**config.mk**
```make
export PLATFORM = sky130hd
export DESIGN_NAME = deb_scan_flat
export DESIGN_NICKNAME = d
export VERILOG_FILES = /design/src/rtl/deb_scan_if.sv /design/src/rtl/deb_scan.sv /design/src/flat_wrapper.sv
export SDC_FILE = /design/constraint.sdc
export NUM_CORES = 1
export LEC_CHECK = 0
export CORE_MARGIN = 3
export CORE_UTILIZATION = 40
export DETAILED_ROUTE_END_ITERATION = 12
export PLACE_DENSITY = 0.7
export SYNTH_ARGS = -nofsm -noshare
export SYNTH_HDL_FRONTEND = slang
export SYNTH_SLANG_ARGS = --single-unit
```
**constraint.sdc**
```tcl
create_clock -name clk -period 2.27 [get_ports clk]
set_clock_uncertainty 0.05 [all_clocks]
set_input_delay 0.454 -clock clk [delete_from_list [all_inputs] [get_ports clk]]
set_output_delay 0.454 -clock clk [all_outputs]
set_load 0.03 [all_outputs]
```
**src/rtl/deb_scan_if.sv**
```systemverilog
// deb_scan_if: button pins in, debounced levels and strobes out.
// The scanner takes the slave side; application logic takes master.
interface deb_scan_if #(
    parameter int N_BTN = 4
);
    logic [N_BTN-1:0] nbtn_i;
    logic [N_BTN-1:0] out_o;
    logic [N_BTN-1:0] press_o;
    logic [N_BTN-1:0] release_o;
    logic             busy_o;

    modport master (
        output nbtn_i,
        input  out_o,
        input  press_o,
        input  release_o,
        input  busy_o
    );

    modport slave (
        input  nbtn_i,
        output out_o,
        output press_o,
        output release_o,
        output busy_o
    );
endinterface

```
**src/rtl/deb_scan.sv**
```systemverilog
// deb_scan: round-robin debounce scheduler; one prescaler and one
// compare/increment path shared by N_BTN active-low buttons.
module deb_scan #(
    parameter int N_BTN         = 4,
    parameter int TICK_DIV      = 12000,
    parameter int MAX_BTN_COUNT = 20
) (
    input logic       clk,
    input logic       nrst,
    deb_scan_if.slave bus
);
    localparam int CW = $clog2(MAX_BTN_COUNT + 1);
    localparam int PW = $clog2(TICK_DIV);
    localparam int IW = (N_BTN > 1) ? $clog2(N_BTN) : 1;

    localparam logic [PW-1:0] PS_LAST  = PW'(TICK_DIV - 1);
    localparam logic [IW-1:0] IDX_LAST = IW'(N_BTN - 1);
    localparam logic [CW-1:0] CNT_LAST = CW'(MAX_BTN_COUNT - 1);

    typedef enum logic {
        IDLE,
        SCAN
    } state_e;

    state_e state_q, state_d;
    logic [IW-1:0] idx_q, idx_d;
    logic [PW-1:0] ps_q, ps_d;
    logic tick;
    logic busy;

    logic [N_BTN-1:0] sync1_q, btn_s_q;
    logic [N_BTN-1:0] out_q, out_d;
    logic [N_BTN-1:0] press_q, press_d;
    logic [N_BTN-1:0] rel_q, rel_d;
    logic [CW-1:0] cnt_q [N_BTN];
    logic [CW-1:0] cnt_d [N_BTN];
    logic [CW-1:0] cur;

    // Pins are active-low and asynchronous: invert, then two flops.
    always_ff @(posedge clk or negedge nrst) begin
        if (!nrst) begin
            sync1_q <= '0;
            btn_s_q <= '0;
        end else begin
            sync1_q <= ~bus.nbtn_i;
            btn_s_q <= sync1_q;
        end
    end

    assign tick = (ps_q == PS_LAST);
    assign ps_d = tick ? '0 : ps_q + PW'(1);

    always_ff @(posedge clk or negedge nrst) begin
        if (!nrst) begin
            ps_q <= '0;
        end else begin
            ps_q <= ps_d;
        end
    end

    always_ff @(posedge clk or negedge nrst) begin
        if (!nrst) begin
            state_q <= IDLE;
            idx_q   <= '0;
        end else begin
            state_q <= state_d;
            idx_q   <= idx_d;
        end
    end

    always_comb begin
        state_d = state_q;
        idx_d   = idx_q;
        unique case (state_q)
            IDLE: begin
                if (tick) begin
                    state_d = SCAN;
                    idx_d   = '0;
                end
            end
            SCAN: begin
                if (idx_q == IDX_LAST) begin
                    state_d = IDLE;
                    idx_d   = '0;
                end else begin
                    idx_d = idx_q + IW'(1);
                end
            end
            default: begin
                state_d = IDLE;
                idx_d   = '0;
            end
        endcase
    end

    always_comb begin
        busy = (state_q == SCAN);
    end

    // Shared compare/increment path, applied to the visited button only.
    always_comb begin
        out_d   = out_q;
        press_d = '0;
        rel_d   = '0;
        cnt_d   = cnt_q;
        cur     = cnt_q[idx_q];
        if (busy) begin
            if (btn_s_q[idx_q] == out_q[idx_q]) begin
                cnt_d[idx_q] = '0;
            end else if (cur == CNT_LAST) begin
                cnt_d[idx_q] = '0;
                out_d[idx_q] = btn_s_q[idx_q];
                if (btn_s_q[idx_q]) begin
                    press_d[idx_q] = 1'b1;
                end else begin
                    rel_d[idx_q] = 1'b1;
                end
            end else begin
                cnt_d[idx_q] = cur + CW'(1);
            end
        end
    end

    always_ff @(posedge clk or negedge nrst) begin
        if (!nrst) begin
            out_q   <= '0;
            press_q <= '0;
            rel_q   <= '0;
            cnt_q   <= '{default: '0};
        end else begin
            out_q   <= out_d;
            press_q <= press_d;
            rel_q   <= rel_d;
            cnt_q   <= cnt_d;
        end
    end

    assign bus.out_o     = out_q;
    assign bus.press_o   = press_q;
    assign bus.release_o = rel_q;
    assign bus.busy_o    = busy;
endmodule
```
**src/flat_wrapper.sv**
```systemverilog
// flat-port wrapper written by rule: the top's interface ports become plain ports
module deb_scan_flat 
#(
    parameter int N_BTN         = 4,
    parameter int TICK_DIV      = 12000,
    parameter int MAX_BTN_COUNT = 20
)
  (clk, nrst, bus_nbtn_i, bus_out_o, bus_press_o, bus_release_o, bus_busy_o);
  deb_scan_if #(.N_BTN(N_BTN)) bus_i ();
  input logic clk;
  input logic nrst;
  input wire logic [$bits(bus_i.nbtn_i)-1:0] bus_nbtn_i;
  output wire logic [$bits(bus_i.out_o)-1:0] bus_out_o;
  output wire logic [$bits(bus_i.press_o)-1:0] bus_press_o;
  output wire logic [$bits(bus_i.release_o)-1:0] bus_release_o;
  output wire logic [$bits(bus_i.busy_o)-1:0] bus_busy_o;
  assign bus_i.nbtn_i = bus_nbtn_i;
  assign bus_out_o = bus_i.out_o;
  assign bus_press_o = bus_i.press_o;
  assign bus_release_o = bus_i.release_o;
  assign bus_busy_o = bus_i.busy_o;
  deb_scan #(.N_BTN(N_BTN), .TICK_DIV(TICK_DIV), .MAX_BTN_COUNT(MAX_BTN_COUNT)) u_core (.clk(clk), .nrst(nrst), .bus(bus_i));
endmodule
```
==> impl_metrics.yaml <==
pwr:
  p_total_mw: 2.04
  swShare_pct: 19.8
  power.leakage_nw: 1.49
  seqPwrFrac_pct: 50.2
  pwr-share-clk_pct: 47.4
  vdd_drop_max_mv: 0.384
  p_per_area_nw_per_um2: 629
  combPwrFrac_pct: 2.4
  internal_power_mw: 1.64
  power.switching_mw: 0.405
layout:
  syn_to_final_growth_pct: 21.8
  drive_above_1_share_pct: 20.7
  layout.nets: 273
  n_fill_cell: 546
  diodes: 0
critical_path:
  crit_slowest_cell: "mux4_2"
  cp_cell_sequence: "mux4_2, ha_2, and4bb_1, or3b_4, o21ai_2"
  required_ns: 2.48
  cp.arrival_ns: 2.38
  crit_type: "reg2reg"
  cp-start-kind: "flop"
  endpoint_kind: "flop"
  regToRegSetupSlack_ns: 0.09
  critPathMaxFanout: 6
  max_stage_delay_ns: 0.55
placement:
  place.port_buffers: 18
  place_hpwl_um: 3550
  gp_congestion: 0.840
synth:
  yosys.area_share.simple_pct: 17.5
  synth_nets: 238
  yosysWarnings: 0
  ys.flop_type: "dfrtp_1"
  ys_ff_latch: 57
  netlist-cell-type-count: 41
  synth_adder_area_share_pct: 2.81
  synth_cells: 226
  async_reset_ff_share_pct: 100
  ys_seq_area_share_pct: 53.5
  syn_area_um2: 2670
  synth_edf_count: 0
  synth_top_family_by_area: "simple AND/OR/NAND/NOR gates"
  synth_area_per_cell_um2: 11.8
  synth_xor_area_share_pct: 4.55
  synth-compound-area-share_pct: 8.63
  synthMuxAreaShare_pct: 9.10
floorplanning:
  floorplan.rows: 29
  io-pin-count: 19
  die_h_um: 87.7
  die_x_um: 87.7
  die_area_um2: 7690
  coreArea_um2: 6420
  initial_core_util_pct: 41.5
clocking:
  cts-hold-fix-buffers: 0
  htreeDepth: 3
  cts_root_buf: "clkbuf_8"
  cts.sinks: 57
  clkTransAtPathRegs_ns: 0.07
  numCtsBuffers: 9
  clk_path_buf_depth: 2
  cts_tree: "built"
  worstSkewPairLatency_ns: 0.33
global_route:
  grt_usage_pct: 15.3
  grt_pass1_wl_um: 8960
  grt_pass1_vias: 1882
  grt_max_degree: 38
  overflow: 0
  antenna_found_initial: 0
timing:
  slew_headroom_pct: 64.4
  setup-tns-final_ns: 0
  rsz0062_at_grt: "no"
  finalCritPeriodShare_pct: 95.9
  worstMarginPinSlew_ns: 0.532
  fin_crit_ns: 2.18
  hold_viol_final: 0
  finalSetupViolations: 0
  slew_violations: 0
  fmax_mhz: 460
hold_path:
  min_path_type: "in2async"
drt:
  wirelength_um: 5040
  ant_nets: 0
  dr.pass1.iters: 4
  drt-vias-per-instance: 5.27
  drc: 0
  dr_total_vias: 1808
  drtIter0Drc: 81
  wl_per_cell_um: 14.7
run:
  cap_viol_max_count: 0
outcome:
  outcome: "complete, no violations"
[path summary, 6_finish.rpt]
| kind | cells after the start | endpoint | from |
|---|---|---|---|
| setup reg to reg | 5 | u_core.cnt_q[16] | u_core.idx_q[0] |
| max in group asynchronous | 2 | u_core.idx_q[0] | nrst |
| setup / recovery | 5 | u_core.cnt_q[16] | u_core.idx_q[0] |
| min in group clk | 0 | u_core.btn_s_q[3] | u_core.sync1_q[3] |
| hold reg to reg | 0 | u_core.btn_s_q[3] | u_core.sync1_q[3] |
| hold / removal | 1 | u_core.bus.out_o[2] | nrst |
[layer usage]
layer	up-vias	share of wire [%]	global-route usage (%)
li1	875	-	-
met1	883	46	19.7
met2	38	48	23.6
met3	12	3.7	4.89
met4	0	2.5	6.83
met5	-	0	0
[sequential cells by signal, summed over array words and instances (netlist names)]
register,flops
u_core.cnt_q,20
u_core.ps_q,14
u_core.btn_s_q,4
u_core.bus.out_o,4
u_core.bus.press_o,4
u_core.bus.release_o,4
u_core.sync1_q,4
u_core.idx_q,2
u_core.bus.busy_o,1
[cell usage after synthesis, types with 2 or more instances]
cell type	n	area, µm²
dfrtp_1	57	1430
nor2_1	26	97.6
nand2_1	22	82.6
nand4_1	9	56.3
a21oi_1	7	35.0
inv_1	7	26.3
xnor2_1	7	61.3
ha_1	6	75.1
nand3_1	6	30.0
clkbuf_1	5	18.8
mux2_2	5	56.3
mux4_1	5	131
o31ai_1	5	37.5
xor2_1	5	43.8
a22o_1	4	35.0
o21ai_2	4	35.0
o2bb2ai_1	4	35.0
o41ai_1	4	35.0
buf_2	3	15.0
nor2b_1	3	18.8
nor3_1	3	15.0
nor4_1	3	18.8
buf_6	2	22.5
mux4_2	2	45.0
nand3b_1	2	15.0
nand3b_4	2	40.0
o21ai_0	2	10.0
or2b_1	2	15.0
or3_1	2	12.5
[layout by cell type, fill, tap and decap left out, types with 4 or more instances in the layout]
cell and instances:
xor2_1 5, nand4_1 9, o2bb2ai_1 4, mux2_2 5
clkdlybuf4s50_1 17, nand3_1 6, mux4_1 4, o21ai_2 4
inv_1 7, buf_4 16, nor2_1 26, a22o_1 4
o31ai_1 5, dfrtp_1 56, xnor2_1 7, ha_1 5
clkbuf_8 12, nand2_1 22, a21oi_1 7
[power groups by stage]
stage          Sequential, mW  Combinational, mW  Clock (mW)
2_1_floorplan            1.04             0.0128           0
3_5_place_dp             1.04             0.0496           0
5_1_grt                  1.03             0.0556        1.05
3_3_place_gp             1.04             0.0487           0
6_report                 1.03             0.0486       0.968
4_1_cts                  1.03             0.0499       0.995
[worst max-delay path, delay by kind of cell, from the launching register on]
family	cells	cell delay (ns)
AOI/OAI and AO/OA	1	0.12
and+or+nand+nor	2	0.75
DFF	1	0.45
adders and majority gates	1	0.19
muxes	1	0.55
[repair_timing]
action,CTS,global route
endpoints found under the setup margin,4,19
endpoints found under the hold margin,0,0
pin swaps,0,1
buffers inserted,0,0
gates resized for setup,1,3
[per-stage QoR]
step / std cells / hold WS [ns] / area [µm²] / utilization [%] / setup slack [ns]
CTS: 343 / 0.0222 / 3230 / 50.3 / 0.00583
detailed placement: 327 / 0.285 / 3020 / 47.0 / -0.0199
floorplan: 226 / 0.108 / 2670 / - / 0.0278
finish: 343 / 0.0211 / 3250 / 50.6 / 0.0942
global route: 343 / 0.0316 / 3250 / 50.6 / 0.00275
global placement: 327 / 0.284 / 3020 / 47.0 / 0.0276
[cells by family after synthesis]
group	Yosys count
adder cells (fa/ha/maj)	6
flip-flops	57
AND/OR/NAND/NOR	87
XOR/XNOR	13
buffers and inverters	19
AO/OA/AOI/OAI	31
multiplexers	13
[cell type report]
type                            count  area (µm²)  share of cell area, %
Sequential cell                    57        1430                   44.0
Multi-Input combinational cell    150        1150                   35.6
Timing Repair Buffer               36         335                   10.3
Inverter                            7        26.3                  0.809
Clock buffer                       14         173                   5.32
Tap cell                           77        96.3                   2.97
Clock inverter                      2        35.0                   1.08
Power figures use the tool's default switching activity.
